**config.mk**
```make
export PLATFORM = sky130hd
export DESIGN_NAME = mem_arbiter
export DESIGN_NICKNAME = d
export VERILOG_FILES = /design/src/rtl/mem_arbiter_pkg.sv /design/src/rtl/mem_arb_pick.sv /design/src/rtl/mem_arbiter.sv
export SDC_FILE = /design/constraint.sdc
export NUM_CORES = 1
export LEC_CHECK = 0
export CORE_UTILIZATION = 40
export CTS_CLUSTER_DIAMETER = 120
export CTS_CLUSTER_SIZE = 25
export DETAILED_ROUTE_END_ITERATION = 12
export GPL_TIMING_DRIVEN = 1
export MAX_ROUTING_LAYER = met4
export PLACE_DENSITY = 0.78
export SKIP_CTS_REPAIR_TIMING = 1
export SYNTH_ARGS = -nofsm -noshare
export SYNTH_HDL_FRONTEND = slang
export SYNTH_SLANG_ARGS = --single-unit
```
**constraint.sdc**
```tcl
create_clock -name clk -period 1.8 [get_ports clk]
set_clock_uncertainty 0.05 [all_clocks]
set_input_delay 0.36 -clock clk [delete_from_list [all_inputs] [get_ports clk]]
set_output_delay 0.36 -clock clk [all_outputs]
set_load 0.03 [all_outputs]
```
**src/rtl/mem_arbiter_pkg.sv**
```systemverilog
// Shared definitions for the instruction/data RAM arbiter.
//   - RAM write-size encodings (shared by d_wsize and ram_we)
//   - FSM state and transaction-owner encodings
//   - helpers that classify a write-size code
package mem_arbiter_pkg;

    localparam logic [2:0] SZ_NONE = 3'b000;
    localparam logic [2:0] SZ_B    = 3'b100;
    localparam logic [2:0] SZ_H    = 3'b010;
    localparam logic [2:0] SZ_W    = 3'b001;

    // Wide enough for the largest allowed MAX_D_STREAK (15).
    localparam int STREAK_W = 4;

    typedef enum logic [1:0] {
        ST_IDLE  = 2'd0,
        ST_ISSUE = 2'd1,
        ST_RESP  = 2'd2
    } state_e;

    typedef enum logic {
        OWN_I = 1'b0,
        OWN_D = 1'b1
    } owner_e;

    function automatic logic is_write_size(input logic [2:0] sz);
        return (sz == SZ_B) || (sz == SZ_H) || (sz == SZ_W);
    endfunction

    function automatic logic is_legal_size(input logic [2:0] sz);
        return (sz == SZ_NONE) || is_write_size(sz);
    endfunction

endpackage

```
**src/rtl/mem_arb_pick.sv**
```systemverilog
// Combinational grant selection between fetch and data requesters.
// Ports:
//   if_req, d_req : pending requests
//   streak        : consecutive data grants issued while fetch was waiting
//   grant_i       : fetch would win this cycle
//   grant_d       : data would win this cycle
// At most one grant is ever high. Data is preferred until the streak
// reaches MAX_D_STREAK, at which point a waiting fetch gets its turn.
module mem_arb_pick
    import mem_arbiter_pkg::*;
#(
    parameter int MAX_D_STREAK = 4
) (
    input  logic                if_req,
    input  logic                d_req,
    input  logic [STREAK_W-1:0] streak,
    output logic                grant_i,
    output logic                grant_d
);

    logic fetch_starved;

    assign fetch_starved = if_req && (streak == STREAK_W'(MAX_D_STREAK));
    assign grant_d       = d_req && !fetch_starved;
    assign grant_i       = if_req && !grant_d;

endmodule

```
**src/rtl/mem_arbiter.sv**
```systemverilog
// Arbiter sharing one synchronous RAM between instruction fetch and
// load/store. Each transaction takes an ISSUE cycle (RAM inputs driven)
// and a RESP cycle (RAM read data returned, owner's valid pulses).
// Ports:
//   clk, rst                         : clock, synchronous active-high reset
//   if_req/if_addr/if_ready          : fetch request handshake
//   if_valid/if_data                 : fetch response
//   d_req/d_addr/d_wsize/d_wdata     : data request (d_wsize 000 = read)
//   d_ready                          : data request accepted
//   d_valid/d_rdata/d_err            : data response, d_err for bad size
//   ram_addr/ram_we/ram_wdata        : registered RAM inputs
//   ram_rdata                        : RAM read data, 1-cycle latency
module mem_arbiter
    import mem_arbiter_pkg::*;
#(
    parameter int ADDR_W       = 32,
    parameter int MAX_D_STREAK = 4
) (
    input  logic              clk,
    input  logic              rst,
    input  logic              if_req,
    input  logic [ADDR_W-1:0] if_addr,
    output logic              if_ready,
    output logic              if_valid,
    output logic [31:0]       if_data,
    input  logic              d_req,
    input  logic [ADDR_W-1:0] d_addr,
    input  logic [2:0]        d_wsize,
    input  logic [31:0]       d_wdata,
    output logic              d_ready,
    output logic              d_valid,
    output logic [31:0]       d_rdata,
    output logic              d_err,
    output logic [ADDR_W-1:0] ram_addr,
    output logic [2:0]        ram_we,
    output logic [31:0]       ram_wdata,
    input  logic [31:0]       ram_rdata
);

    state_e              state_q, state_d;
    owner_e              owner_q;
    logic [2:0]          wsize_q;
    logic [STREAK_W-1:0] streak_q;
    logic [31:0]         if_data_q, d_rdata_q;

    logic grant_i, grant_d;
    logic can_accept, accept;
    logic resp_i, resp_d;

    mem_arb_pick #(
        .MAX_D_STREAK (MAX_D_STREAK)
    ) u_pick (
        .if_req  (if_req),
        .d_req   (d_req),
        .streak  (streak_q),
        .grant_i (grant_i),
        .grant_d (grant_d)
    );

    // Accepting in RESP overlaps the next ISSUE with the current response,
    // giving one transaction every two cycles with no IDLE gap.
    assign can_accept = (state_q == ST_IDLE) || (state_q == ST_RESP);
    assign if_ready   = can_accept && grant_i;
    assign d_ready    = can_accept && grant_d;
    assign accept     = if_ready || d_ready;

    assign resp_i = (state_q == ST_RESP) && (owner_q == OWN_I);
    assign resp_d = (state_q == ST_RESP) && (owner_q == OWN_D);

    // NOTE: every signal written in always_comb gets a default first, so no
    // path through the block can leave it unassigned and infer a latch.
    always_comb begin
        state_d = state_q;
        unique case (state_q)
            ST_IDLE:  if (accept) state_d = ST_ISSUE;
            ST_ISSUE: state_d = ST_RESP;
            ST_RESP:  state_d = accept ? ST_ISSUE : ST_IDLE;
            default:  state_d = ST_IDLE;
        endcase
    end

    // RAM read data only exists during RESP, so the response data is a
    // bypass of ram_rdata in that cycle and a held copy otherwise.
    always_comb begin
        if_valid = resp_i;
        if_data  = if_data_q;
        d_valid  = resp_d;
        d_err    = 1'b0;
        d_rdata  = d_rdata_q;
        if (resp_i) begin
            if_data = ram_rdata;
        end
        if (resp_d) begin
            d_err   = !is_legal_size(wsize_q);
            d_rdata = (wsize_q == SZ_NONE) ? ram_rdata : 32'h0;
        end
    end

    // NOTE: sequential state uses non-blocking assignments so every register
    // samples pre-edge values regardless of statement order.
    always_ff @(posedge clk) begin
        if (rst) begin
            state_q   <= ST_IDLE;
            owner_q   <= OWN_I;
            wsize_q   <= SZ_NONE;
            streak_q  <= '0;
            ram_addr  <= '0;
            ram_we    <= SZ_NONE;
            ram_wdata <= '0;
            if_data_q <= '0;
            d_rdata_q <= '0;
        end else begin
            state_q <= state_d;
            // Write strobe only ever lives for the single ISSUE cycle.
            ram_we  <= SZ_NONE;

            // The RAM input registers double as the latched request fields,
            // so they already hold the request during ISSUE.
            if (accept) begin
                owner_q   <= d_ready ? OWN_D : OWN_I;
                wsize_q   <= d_ready ? d_wsize : SZ_NONE;
                ram_addr  <= d_ready ? d_addr : if_addr;
                ram_wdata <= d_ready ? d_wdata : 32'h0;
                ram_we    <= (d_ready && is_write_size(d_wsize)) ? d_wsize : SZ_NONE;
            end

            if (d_ready) begin
                if (!if_req) begin
                    streak_q <= '0;
                end else if (streak_q != STREAK_W'(MAX_D_STREAK)) begin
                    streak_q <= streak_q + 1'b1;
                end
            end else if (if_ready) begin
                streak_q <= '0;
            end

            if (resp_i) if_data_q <= if_data;
            if (resp_d) d_rdata_q <= d_rdata;
        end
    end

endmodule

```
**Word-level counts from Yosys, hierarchy flattened**

Index checks and enable logic that the tools add are counted.

- Bits in registers: 141
- Input bits: 135
- Output and inout port bits: 136
- Logic and storage cells: 63

- $add $sub $neg: 1
- Equal/unequal tests: 12
- Mux-type cells: 15
- Bitwise operators: 3
- Reduce and logical (&&, ||, !) cells: 23

Operator list:

| kind | count |
|---|---|
| two-way mux 32 bit | 5 |
| two-way mux 4 bit | 4 |
| logical AND 1 bit | 8 |
| logical OR 1 bit | 7 |
| == test 3 x 1 -> 1 bit (second input constant) | 2 |
| == test 3 x 2 -> 1 bit (second input constant) | 2 |
| == test 3 bit (second input constant) | 2 |
| case mux 2 bit (3 select lines) | 1 |
| adder 4 x 1 -> 4 bit (second input constant) | 1 |
| == test 4 x 3 -> 1 bit (second input constant) | 1 |
| != test 4 x 3 -> 1 bit (second input constant) | 1 |
| zero test 1 bit | 3 |
| zero test 3 bit | 1 |
| two-way mux 1 bit | 3 |
| two-way mux 3 bit | 1 |
| != test 3 x 2 -> 1 bit (second input constant) | 1 |
| inverter 1 bit | 3 |
| OR reduction 3 bit | 1 |
| == test 2 x 1 -> 1 bit (second input constant) | 1 |
| == test 2 bit (second input constant) | 1 |
| zero test 2 bit | 1 |
| two-way mux 2 bit | 1 |
| != test 2 bit (second input constant) | 1 |
| AND reduction 2 bit | 1 |
| nonzero test 2 bit | 1 |

**Depth between registers and ports, before layout**

Gate-level depths: netlist (run 1).

- Depth after elaboration: 10
- Mapped depth: 8
- Mapped depth without buffers: 5

**Modules after synthesis**

A second synthesis (run 1) with hierarchy kept.

- Cells, all modules: 589
- Area total of the unflattened synthesis: 5480.3 um2

Modules (own cells, without submodules):

| module | times used | cells each | area each (um2) | sequential area each (um2) |
|---|---|---|---|---|
| mem_arbiter | 1 | 585 | 5440.2 | 2822.7 |
| mem_arb_pick | 1 | 4 | 40.0 | 0.0 |

**Worst setup path before layout (run 1)**

OpenSTA, ideal clock, no wires.

- Path kind: register to output
- Start: register state_q[0]
- End: output port if_ready
- Data arrival time: 1434 ps
- Required time: 1390 ps
- Slack: -44 ps
- Cell stages (with the launch flop): 6
- Path buffers: 3
- Path through: dfxtp_1 -> nand2b_1 -> buf_4 -> buf_6 -> buf_4 -> a21oi_1

- Word-level cells in the longest chain between the ends: 3
- Elaborated cells between the ends (all ways): 4
- Classes of those cells: eq/ne (1); reduce/logical (3)

RTL lines:

| element | RTL line | source |
|---|---|---|
| from (decl) | mem_arbiter.sv:40 | `state_e state_q, state_d;` |
| from (signal assigned) | mem_arbiter.sv:113 | `state_q <= state_d;` |
| == test 2 bit / zero test 2 bit (equally long branches) | mem_arbiter.sv:62 | `assign can_accept = (state_q == ST_IDLE) \|\| (state_q == ST_RESP);` |
| logical OR 1 bit (*) | mem_arbiter.sv:62 |  |
| logical AND 1 bit (*) | mem_arbiter.sv:63 | `assign if_ready = can_accept && grant_i;` |
| to (decl) | mem_arbiter.sv:23 | `output logic if_ready,` |

Mark *: on every way between the ends. The rest lies on a longest branch, timed or not.

**Final worst setup path (run 1)**

- Start: register state_q[0]
- End: output port d_rdata[29]

- Word-level cells in the longest chain between the ends: 3

RTL lines:

| element | RTL line | source |
|---|---|---|
| == test 2 bit | mem_arbiter.sv:68 | `assign resp_d = (state_q == ST_RESP) && (owner_q == OWN_D);` |
| logical AND 1 bit | mem_arbiter.sv:68 |  |
| two-way mux 32 bit | mem_arbiter.sv:93 | `if (resp_d) begin` |
| to (decl) | mem_arbiter.sv:32 | `output logic [31:0] d_rdata,` |

No other way between the ends.

==> Implementation_results.wiki, run 1 <==
{| class="wikitable"
! Metric !! Value
|-
| Met3 Use GR || 8.07%
|-
| Layout filler cell count || 952
|-
| TritonCTS buffer count || 17
|-
| Share of the synthesized area in the top cell type || a little under half
|-
| Net count, final || 1094
|-
| IR drop worst, VDD || 0.623 mV
|-
| Status || finished with violations
|-
| Class of the tightest hold or removal check || in2reg
|-
| Placement-stage cell area || 0.00909 sq mm
|-
| Ports || 271
|-
| Kind of critical path || reg2out
|-
| Ratio of cells with drive above 1 in the final layout || 29.0%
|-
| Starting density of the core || 41.6%
|-
| Worst Tran Pin Value || 0.626 ns
|-
| Syn. warnings || 0
|-
| Worst skew pair latency || 0.41 ns
|-
| Mapped Nets || 777
|-
| Initial antenna violation count || 0
|-
| Maximum number of pins on one net before global-route repair || 139
|-
| Final worst-path cycle share || 127%
|-
| Critical Path Start Type || flop
|-
| Crit path arrival time || about 1.9 ns
|-
| Top cells by area, synth || dfxtp_1, a21oi_1, nand3_1, mux2i_1, mux2_2
|-
| Diodes inserted || 0
|-
| Post-route standard cell area excluding fillers || 0.0106 sq mm
|-
| Routed Wire Length || 21100 um
|-
| Relative slew slack || between 50% and 60%
|-
| Post-layout minimum cycle time || 2.29 ns
|-
| Most common cell after layout, fill and taps aside || dfxtp_1
|-
| Accumulated negative setup slack || -26.12 ns
|-
| Proportion of synthesized chip area in sequential cells || around 48%
|-
| Clock transition at path regs || approximately 0.06 ns
|-
| Final WS setup || -0.494 ns
|-
| Highest net fanout along the worst path || 12
|-
| CTS tree || done
|-
| Cell count after synthesis || 640
|-
| Final Hold Violating Endpoints || 0
|-
| Post-synthesis cell type with the largest combined area || dfxtp_1
|-
| Area added between synthesis and finish || 80.6%
|-
| Netlist area before placement || roughly 0.0059 sq mm
|-
| Number of vias per cell || 5.39
|-
| Iteration-0 DRC Markers || 413
|-
| Clock tree root buffer cell || clkbuf_16
|-
| Via count of the first global-routing pass || 5574
|-
| WL per Instance || 18.4 um
|-
| Global-route met2 utilization || 39.9%
|-
| WP data required || 1.39 ns
|-
| Die extent in x || 123 um
|-
| Combined global-route utilization of all metal layers || 24.7%
|-
| Total die area || 0.0152 sq mm
|-
| Finish-stage setup viols || 69
|-
| Reported max-cap violation count || 0
|-
| Number of sinks driven by the clock tree || ~140
|-
| Core outline area || about 0.014 sq mm
|-
| Setup repair after global routing missed its margin || yes
|-
| Unique masters post-synth || 33
|-
| Peak-usage layer in the global routing report || met2
|-
| Violated checks || setup timing
|-
| Sum of overflow across all layers after global routing || 0
|-
| Number of buffers inserted by port buffering || 270
|-
| Total power draw || 8650 uW
|-
| Maximum count of clock buffers along a single path || 2
|-
| Dpl hpwl || 12200 um
|-
| H-tree Lvls || 4
|-
| GR met1 Demand/Resource || 28.4%
|-
| Antenna Nets Post-Route || 0
|-
| Post-synthesis average cell area || 9.21 sq um
|-
| Site Rows || 43
|-
| Crit path capture type || primary output
|-
| Power density over the cells || 813 mW/mm^2
|-
| Total via count after detailed routing || 6193
|-
| Final RePlAce weighted congestion || 0.783
|-
| Final slew viol count || 0
|-
| Maximum clock frequency || 0.436 GHz
|-
| Chip height || 123 um
|-
| Global-route wire length before repair || 28300 um
|-
| Detailed-router iteration count before antenna repair || 4
|-
| DRC violations left || 0
|-
| Yosys reg bits || 141
|-
| Static power due to leakage || about 0.0053 uW
|-
| Commonest cells after routing, fill and taps aside || dfxtp_1, clkdlybuf4s50_1, buf_6, a21oi_1
|}
power breakdown:
part	total (uW)	internal [uW]	leakage, uW	switching, uW
logic	1800	910	0.00388	891
registers	3340	3270	0.00115	69.0
clock network	3520	2240	0.000284	1280
Yosys cell counts:
| library cell | n |
|---|---|
| a211oi_1 | 32 |
| a21oi_1 | 71 |
| a31oi_1 | 2 |
| a32oi_1 | 1 |
| and3b_1 | 1 |
| and4b_1 | 1 |
| buf_2 | 22 |
| buf_4 | 8 |
| buf_6 | 3 |
| clkbuf_1 | 29 |
| dfxtp_1 | 141 |
| ha_1 | 2 |
| inv_1 | 4 |
| mux2_1 | 7 |
| mux2_2 | 25 |
| mux2i_1 | 32 |
| nand2_1 | 70 |
| nand2b_1 | 2 |
| nand3_1 | 70 |
| nand3b_1 | 3 |
| nand4b_1 | 2 |
| nand4bb_1 | 1 |
| nor2_1 | 2 |
| nor2b_1 | 33 |
| nor3_1 | 33 |
| nor3b_1 | 1 |
| nor3b_4 | 1 |
| nor4b_1 | 2 |
| nor4b_2 | 1 |
| o211ai_1 | 35 |
| o21ai_0 | 1 |
| o21bai_1 | 1 |
| or3_4 | 1 |
state kept, by name (all words and copies together) (netlist names):
signal and count:
d_rdata_q 32, ram_addr 32, wsize_q 3, streak_q 4, state_q 2, ram_we 3
ram_wdata 32, owner_q 1, if_data_q 32
path summary, 6_finish.rpt:
| kind | from | to | slack, ns | cells past startpoint |
|---|---|---|---|---|
| worst max-delay path | state_q[0]$_SDFFE_PP0P_ | d_rdata[29] | -0.49 | 7 |
| worst min-delay path | rst | ram_we[2]$_SDFF_PP0_ | 0.23 | 3 |
| worst max register to register | state_q[0]$_SDFFE_PP0P_ | if_data_q[5]$_SDFFE_PP0P_ | 0.02 | 6 |
| worst min register to register | d_rdata_q[25]$_SDFFE_PP0P_ | d_rdata_q[25]$_SDFFE_PP0P_ | 0.41 | 2 |
logic make-up after synthesis:
kind of cell	synth area share, %
AO/OA/AOI/OAI	15.1
buffers and inverters	5.56
flip-flops	47.9
multiplexers	11.6
adder cells (fa/ha/maj)	0.425
AND/OR/NAND/NOR	19.4
routing by layer:
layer | vias up | routed length (um)
met1 | 2907 | 7910
li1 | 2935 | -
met3 | 68 | 1560
met2 | 283 | 10800
met5 | - | 0
met4 | 0 | 893
worst max-delay path, stage by stage (launching register included):
cell and delay, ns:
dfxtp_2 0.34, buf_6 0.11, nand3b_1 0.23, inv_4 0.18, clkbuf_16 0.19, nand3_1 0.13
nand2_1 0.12, buf_4 0.17
through the flow:
step | setup WS, ns | hold WS, ns | util [%] | std cells
final | -0.494 | 0.228 | 75.2 | 1149
after CTS | -0.842 | 0.214 | 68.4 | 1126
after detailed placement | -0.400 | 0.406 | 64.3 | 1095
after global routing | -0.554 | 0.216 | 75.2 | 1149
after floorplan | 0.0353 | 0.372 | - | 640
after global placement | -0.364 | 0.400 | 64.3 | 1095
layout make-up:
type | count | area (sq um) | share of cell area, %
Inverter | 4 | 17.5 | 0.165
Clock buffer | 24 | 472 | 4.43
Clock inverter | 7 | 113 | 1.06
Timing Repair Buffer | 360 | 3900 | 36.6
Tap cell | 180 | 225 | 2.12
Multi-Input combinational cell | 433 | 3090 | 29.0
Sequential cell | 141 | 2830 | 26.6
Note: power is estimated with default switching activity, not from simulation.
==> run 2: changes to the inputs <==
- CTS_BUF_LIST: default -> sky130_fd_sc_hd__clkbuf_16
==> run 2 against run 1 <==
  * The flow still finishes with violations (setup timing)
  * Clock-buffer cell count fell by 7
  * Cell area fell by 0.79%
  * Combinational power barely moved
  * Highest routed layer unchanged
==> Implementation_results.wiki, run 2 (synthesized netlist as in run 1, its figures left out) <==
{| class="wikitable"
! Metric !! Value
|-
| Accumulated negative setup slack || -25.93 ns
|-
| Total die area || between 0.015 and 0.02 sq mm
|-
| Final core area utilization || around three quarters
|-
| Count of cells along the worst hold path || 3
|-
| Site Rows || 43
|-
| Post-layout minimum cycle time || 2.26 ns
|-
| Finish-stage setup viols || 69
|-
| CTS tree || done
|-
| Number of vias per cell || between 5 and 6
|-
| Global-route wire length before repair || 28200 um
|-
| Worst skew pair latency || 0.41 ns
|-
| Number of buffers inserted by port buffering || between 200 and 300
|-
| Power share of the sequential group || 39.1%
|-
| Class of the tightest hold or removal check || in2reg
|-
| Final WS setup || -0.456 ns
|-
| H-tree Lvls || 4
|-
| Setup repair after global routing missed its margin || yes
|-
| Power density over the cells || 809 mW/mm^2
|-
| Cell-internal power || 6300 uW
|-
| Sum of overflow across all layers after global routing || 0
|-
| Starting density of the core || 41.6%
|-
| Via count of the first global-routing pass || around 5600
|-
| Worst hold-check slack || 0.224 ns
|-
| Most common cell after layout, fill and taps aside || dfxtp_1
|-
| Diodes inserted || 0
|-
| End point of the critical path || if_data[9]
|-
| Ratio of cells with drive above 1 in the final layout || 27.2%
|-
| Kind of critical path || reg2out
|-
| Post-route standard cell area excluding fillers || 0.0106 sq mm
|-
| DRC violations left || 0
|-
| Endpoint of the worst-slack reg-to-reg timing path || if_data_q[7]$_SDFFE_PP0P_
|-
| IR drop worst, VDD || 0.628 mV
|-
| Iteration-0 DRC Markers || 438
|-
| Maximum count of clock buffers along a single path || 2
|-
| Maximum clock frequency || 0.443 GHz
|-
| Crit path capture type || primary output
|-
| Antenna Nets Post-Route || 0
|-
| Clock transition at path regs || 0.05 ns
|-
| Number of sinks driven by the clock tree || 141
|-
| Worst r2r path cells || 6
|-
| Die extent in x || about 120 um
|-
| Detailed-router iteration count before antenna repair || 4
|-
| Static power due to leakage || roughly 0.0053 uW
|-
| Launch point of the worst reg-to-reg path || state_q[0]$_SDFFE_PP0P_
|-
| Combined global-route utilization of all metal layers || between 20% and 30%
|-
| Switching part of the total || 26.2%
|-
| Relative slew slack || 54.7%
|-
| Combinational group share of total power || 21.0%
|-
| Ports || 271
|-
| Final worst-path cycle share || 125%
|-
| Total via count after detailed routing || between 6000 and 7000
|-
| Critical Path Start Type || flop
|-
| Status || finished with violations
|-
| Placement-stage cell area || about 0.0091 sq mm
|-
| Worst Tran Pin Value || 0.679 ns
|-
| Slack of the worst reg-to-reg path || 0.09 ns
|-
| CP startpoint || state_q[0]$_SDFFE_PP0P_
|-
| Commonest cells after routing, fill and taps aside || dfxtp_1, clkdlybuf4s50_1, buf_6, a21oi_1, buf_4
|-
| Crit path arrival time || 1.85 ns
|-
| TritonCTS buffer count || 17
|-
| Routed Wire Length || between 20000 and 25000 um
|-
| Violated checks || setup timing
|-
| Core outline area || approximately 0.014 sq mm
|-
| Reported max-cap violation count || 0
|-
| Final Hold Violating Endpoints || 0
|-
| Maximum number of pins on one net before global-route repair || 139
|-
| Setup Slack @ Placement || -0.400 ns
|-
| Initial antenna violation count || 0
|-
| Final slew viol count || 0
|-
| Area added between synthesis and finish || 79.2%
|-
| Layout filler cell count || ~1000
|-
| P_sw || 2240 uW
|-
| Highest net fanout along the worst path || 8
|-
| WP data required || 1.39 ns
|-
| Final RePlAce weighted congestion || about 0.78
|-
| Dpl hpwl || 12200 um
|-
| Chip height || 123 um
|-
| WL per Instance || 18.3 um
|-
| Net count, final || 1094
|-
| Clock share of power || 39.9%
|-
| Clock tree root buffer cell || clkbuf_16
|}
==> run 2: cell types whose count changed in the layout (fill, tap and decap cells not counted), sizes merged <==
cell    before  now
inv          4    9
clkbuf      29   22
clkinv       3    5
==> run 2: power groups by stage <==
stage	Sequential [uW]	Combinational, uW	Clock [uW]
after CTS	3340	1660	3460
after detailed placement	3400	1650	0
after global placement	3400	1640	0
after floorplan	3600	596	0
after global routing	3350	1890	3630
final	3340	1790	3410
==> run 2: critical path: stages, from the launching register on <==
cell       delay [ns]
dfxtp_2          0.34
nor3b_4          0.26
buf_6            0.18
clkbuf_16        0.19
mux2_4           0.32
buf_6            0.14
==> run 2: metrics by stage <==
stage | cells | total power (uW)
3_3_place_gp | 1095 | 5040
5_1_grt | 1149 | 8880
6_report | 1149 | 8540
2_1_floorplan | 640 | 4200
3_5_place_dp | 1095 | 5050
4_1_cts | 1126 | 8460
==> run 2: cell type report <==
cell class / instances / area [sq um] / area share (%)
inverter: 4 / 17.5 / 0.166
sequential: 141 / 2830 / 26.8
clock buffer: 17 / 425 / 4.03
multi-input combinational: 433 / 3030 / 28.7
timing repair buffer: 360 / 3900 / 36.9
tap: 180 / 225 / 2.13
clock inverter: 14 / 139 / 1.32
==> run 2: worst min path at each step <==
| stage | startpoint | to |
|---|---|---|
| floorplan | state_q[1]$_SDFFE_PP0P_ | state_q[1]$_SDFFE_PP0P_ |
| global placement | d_rdata_q[8]$_SDFFE_PP0P_ | d_rdata_q[8]$_SDFFE_PP0P_ |
| detailed placement | d_rdata_q[25]$_SDFFE_PP0P_ | d_rdata_q[25]$_SDFFE_PP0P_ |
| CTS | rst | ram_we[2]$_SDFF_PP0_ |
| global route | rst | ram_we[2]$_SDFF_PP0_ |
| finish | rst | ram_we[2]$_SDFF_PP0_ |
==> run 2: metal layers <==
metal / up-vias / share of wire (%) / track usage (%)
met1: 2878 / 38 / 28.3
met3: 79 / 7.2 / 8.07
met5: - / 0 / -
met2: 273 / 51 / 39.8
met4: 0 / 4.2 / 9.56
li1: 2924 / - / -
==> run 3: changes to the inputs <==
- CORE_MARGIN: default -> 3
==> run 3 against run 2 <==
  * The flow still finishes with violations (setup timing)
  * Clock-buffer cell count unchanged
  * Via count fell by 1.5%
  * Critical path depth increased by 2
  * Global-route usage is 1.7 points lower
  * Clock power decreased by 4%
  * Sequential share of layout area barely moved
  * Register-to-register slack better by 0.04 ns
  * Worst hold slack better by 0.0028 ns
==> Implementation_results.wiki, run 3 (synthesized netlist as in run 1, its figures left out) <==
{| class="wikitable"
! Metric !! Value
|-
| Status || finished with violations
|-
| Violated checks || setup timing
|-
| Setup Slack @ Placement || -0.364 ns
|-
| Crit path arrival time || roughly 1.9 ns
|-
| Net count, final || 1082
|-
| Total die area || ~0.016 sq mm
|-
| Relative slew slack || between 50% and 60%
|-
| Total via count after detailed routing || 6060
|-
| Static power due to leakage || 0.00519 uW
|-
| Post-layout minimum cycle time || 2.27 ns
|-
| Number of buffers inserted by port buffering || 270
|-
| Accumulated negative setup slack || -25.83 ns
|-
| WL per Instance || 18.2 um
|-
| Final worst-path cycle share || 126%
|-
| Power share of the sequential group || 39.8%
|-
| Final WS setup || -0.475 ns
|-
| IR drop worst, VDD || 0.617 mV
|-
| Maximum number of pins on one net before global-route repair || 139
|-
| Maximum count of clock buffers along a single path || 2
|-
| Antenna Nets Post-Route || 0
|-
| Count of cells along the worst hold path || 3
|-
| Ratio of cells with drive above 1 in the final layout || a little under a third
|-
| Maximum clock frequency || 0.440 GHz
|-
| Switching part of the total || 28.3%
|-
| Number of vias per cell || 5.33
|-
| CTS tree || done
|-
| Die extent in x || approximately 130 um
|-
| DRC violations left || 0
|-
| Launch point of the worst reg-to-reg path || state_q[0]$_SDFFE_PP0P_
|-
| H-tree Lvls || 4
|-
| Power density over the cells || 794 mW/mm^2
|-
| Cell total after placement || 1083
|-
| Endpoint of the worst hold-timing path || ram_we[2]$_SDFF_PP0_
|-
| Clock tree root buffer cell || clkbuf_16
|-
| Finish-stage setup viols || a little under 70
|-
| Final RePlAce weighted congestion || approximately 0.81
|-
| Kind of critical path || reg2out
|-
| TritonCTS buffer count || 17
|-
| Via count of the first global-routing pass || ~5700
|-
| Site Rows || 43
|-
| Sum of overflow across all layers after global routing || 0
|-
| Dpl hpwl || 13000 um
|-
| Crit path capture type || primary output
|-
| Routed Wire Length || 20800 um
|-
| Critical Path Start Type || flop
|-
| Setup repair after global routing missed its margin || yes
|-
| Worst skew pair latency || 0.41 ns
|-
| Diodes inserted || 0
|-
| Combinational group share of total power || 21.0%
|-
| P_sw || ~2400 uW
|-
| Combined global-route utilization of all metal layers || 23.0%
|-
| Worst hold-check slack || 0.227 ns
|-
| Cell-internal power || roughly 6000 uW
|-
| Reported max-cap violation count || 0
|-
| Detailed-router iteration count before antenna repair || 4
|-
| Final slew viol count || 0
|-
| Initial antenna violation count || 0
|-
| Ports || 271
|-
| Highest net fanout along the worst path || 8
|-
| Class of the tightest hold or removal check || in2reg
|-
| Worst Tran Pin Value || 0.635 ns
|-
| Clock transition at path regs || 0.06 ns
|-
| Most common cell after layout, fill and taps aside || dfxtp_1
|-
| Chip height || 127 um
|-
| Global-route wire length before repair || 29000 um
|-
| Final cell count without fillers || roughly 1100
|-
| Starting density of the core || 41.6%
|-
| WP data required || around 1.4 ns
|-
| Endpoint of the worst-slack reg-to-reg timing path || ram_addr[27]$_SDFFE_PP0P_
|-
| Commonest cells after routing, fill and taps aside || dfxtp_1, clkdlybuf4s50_1, a21oi_1, dlymetal6s2s_1, buf_4
|-
| Worst r2r path cells || 7
|-
| Slack of the worst reg-to-reg path || 0.13 ns
|-
| Core outline area || between 0.01 and 0.015 sq mm
|-
| Final core area utilization || 74.5%
|-
| Startpoint of the worst hold path || rst
|-
| Area added between synthesis and finish || 78.8%
|-
| Iteration-0 DRC Markers || 381
|-
| Final Hold Violating Endpoints || 0
|-
| Number of sinks driven by the clock tree || 141
|-
| Clock share of power || 39.2%
|}
## run 3: changes by cell type in the layout (fill, tap and decap cells not counted), sizes merged
cell,delta
buf,-12
bufinv,-2
clkdlybuf4s50,-1
clkinvlp,+4
dlymetal6s2s,+1
inv,-1
## run 3: worst max-delay path by stage
stage | end | depth (start not counted) | startpoint | slack [ns]
2_1_floorplan | d_rdata[0] | 5 | state_q[0]$_SDFFE_PP0P_ | 0.04
3_3_place_gp | if_data[5] | 4 | owner_q$_SDFFE_PP0P_ | -0.34
3_5_place_dp | if_data[10] | 4 | owner_q$_SDFFE_PP0P_ | -0.36
4_1_cts | if_data[10] | 4 | owner_q$_SDFFE_PP0P_ | -0.82
5_1_grt | d_rdata[16] | 7 | state_q[0]$_SDFFE_PP0P_ | -0.58
6_report | d_rdata[16] | 7 | state_q[0]$_SDFFE_PP0P_ | -0.47
## run 3: final cells by class
| cell class | count | area [sq um] |
|---|---|---|
| clock buffer | 17 | 425 |
| clock inverter | 15 | 126 |
| fill | 987 | 3610 |
| inverter | 4 | 17.5 |
| multi-input combinational | 433 | 3280 |
| sequential | 141 | 2830 |
| tap | 180 | 225 |
| timing repair buffer | 348 | 3640 |
## run 3: worst max-delay path, stage by stage (launching register included)
cell and delay [ns]:
dfxtp_2 0.34, buf_6 0.11, nand3b_1 0.26, inv_4 0.20, buf_12 0.17, nand3_1 0.11
nand2_1 0.12, buf_6 0.14
## run 3: stage by stage
step / total power, uW / cell area, sq um
2_1_floorplan: 4200 / 5920
3_5_place_dp: 5030 / 8970
3_3_place_gp: 5020 / 8970
4_1_cts: 8320 / 9520
6_report: 8370 / 10500
5_1_grt: 8680 / 10500
## run 3: per-layer routing
metal  routed length (um)  part of all wire, %  track usage, %  vias up
li1                     -                    -               -     2921
met1                 8360                   40            27.4     2875
met2                10700                   52            37.8      235
met3                 1270                  6.1            6.35       29
met4                  410                  2.0            7.26        0
met5                    0                    0               -        -
## run 3: power groups by stage
stage | clock (uW) | combinational [uW] | sequential [uW]
final | 3280 | 1750 | 3330
after global placement | 0 | 1620 | 3400
after detailed placement | 0 | 1630 | 3400
after floorplan | 0 | 596 | 3600
after global routing | 3480 | 1850 | 3350
after CTS | 3340 | 1640 | 3330
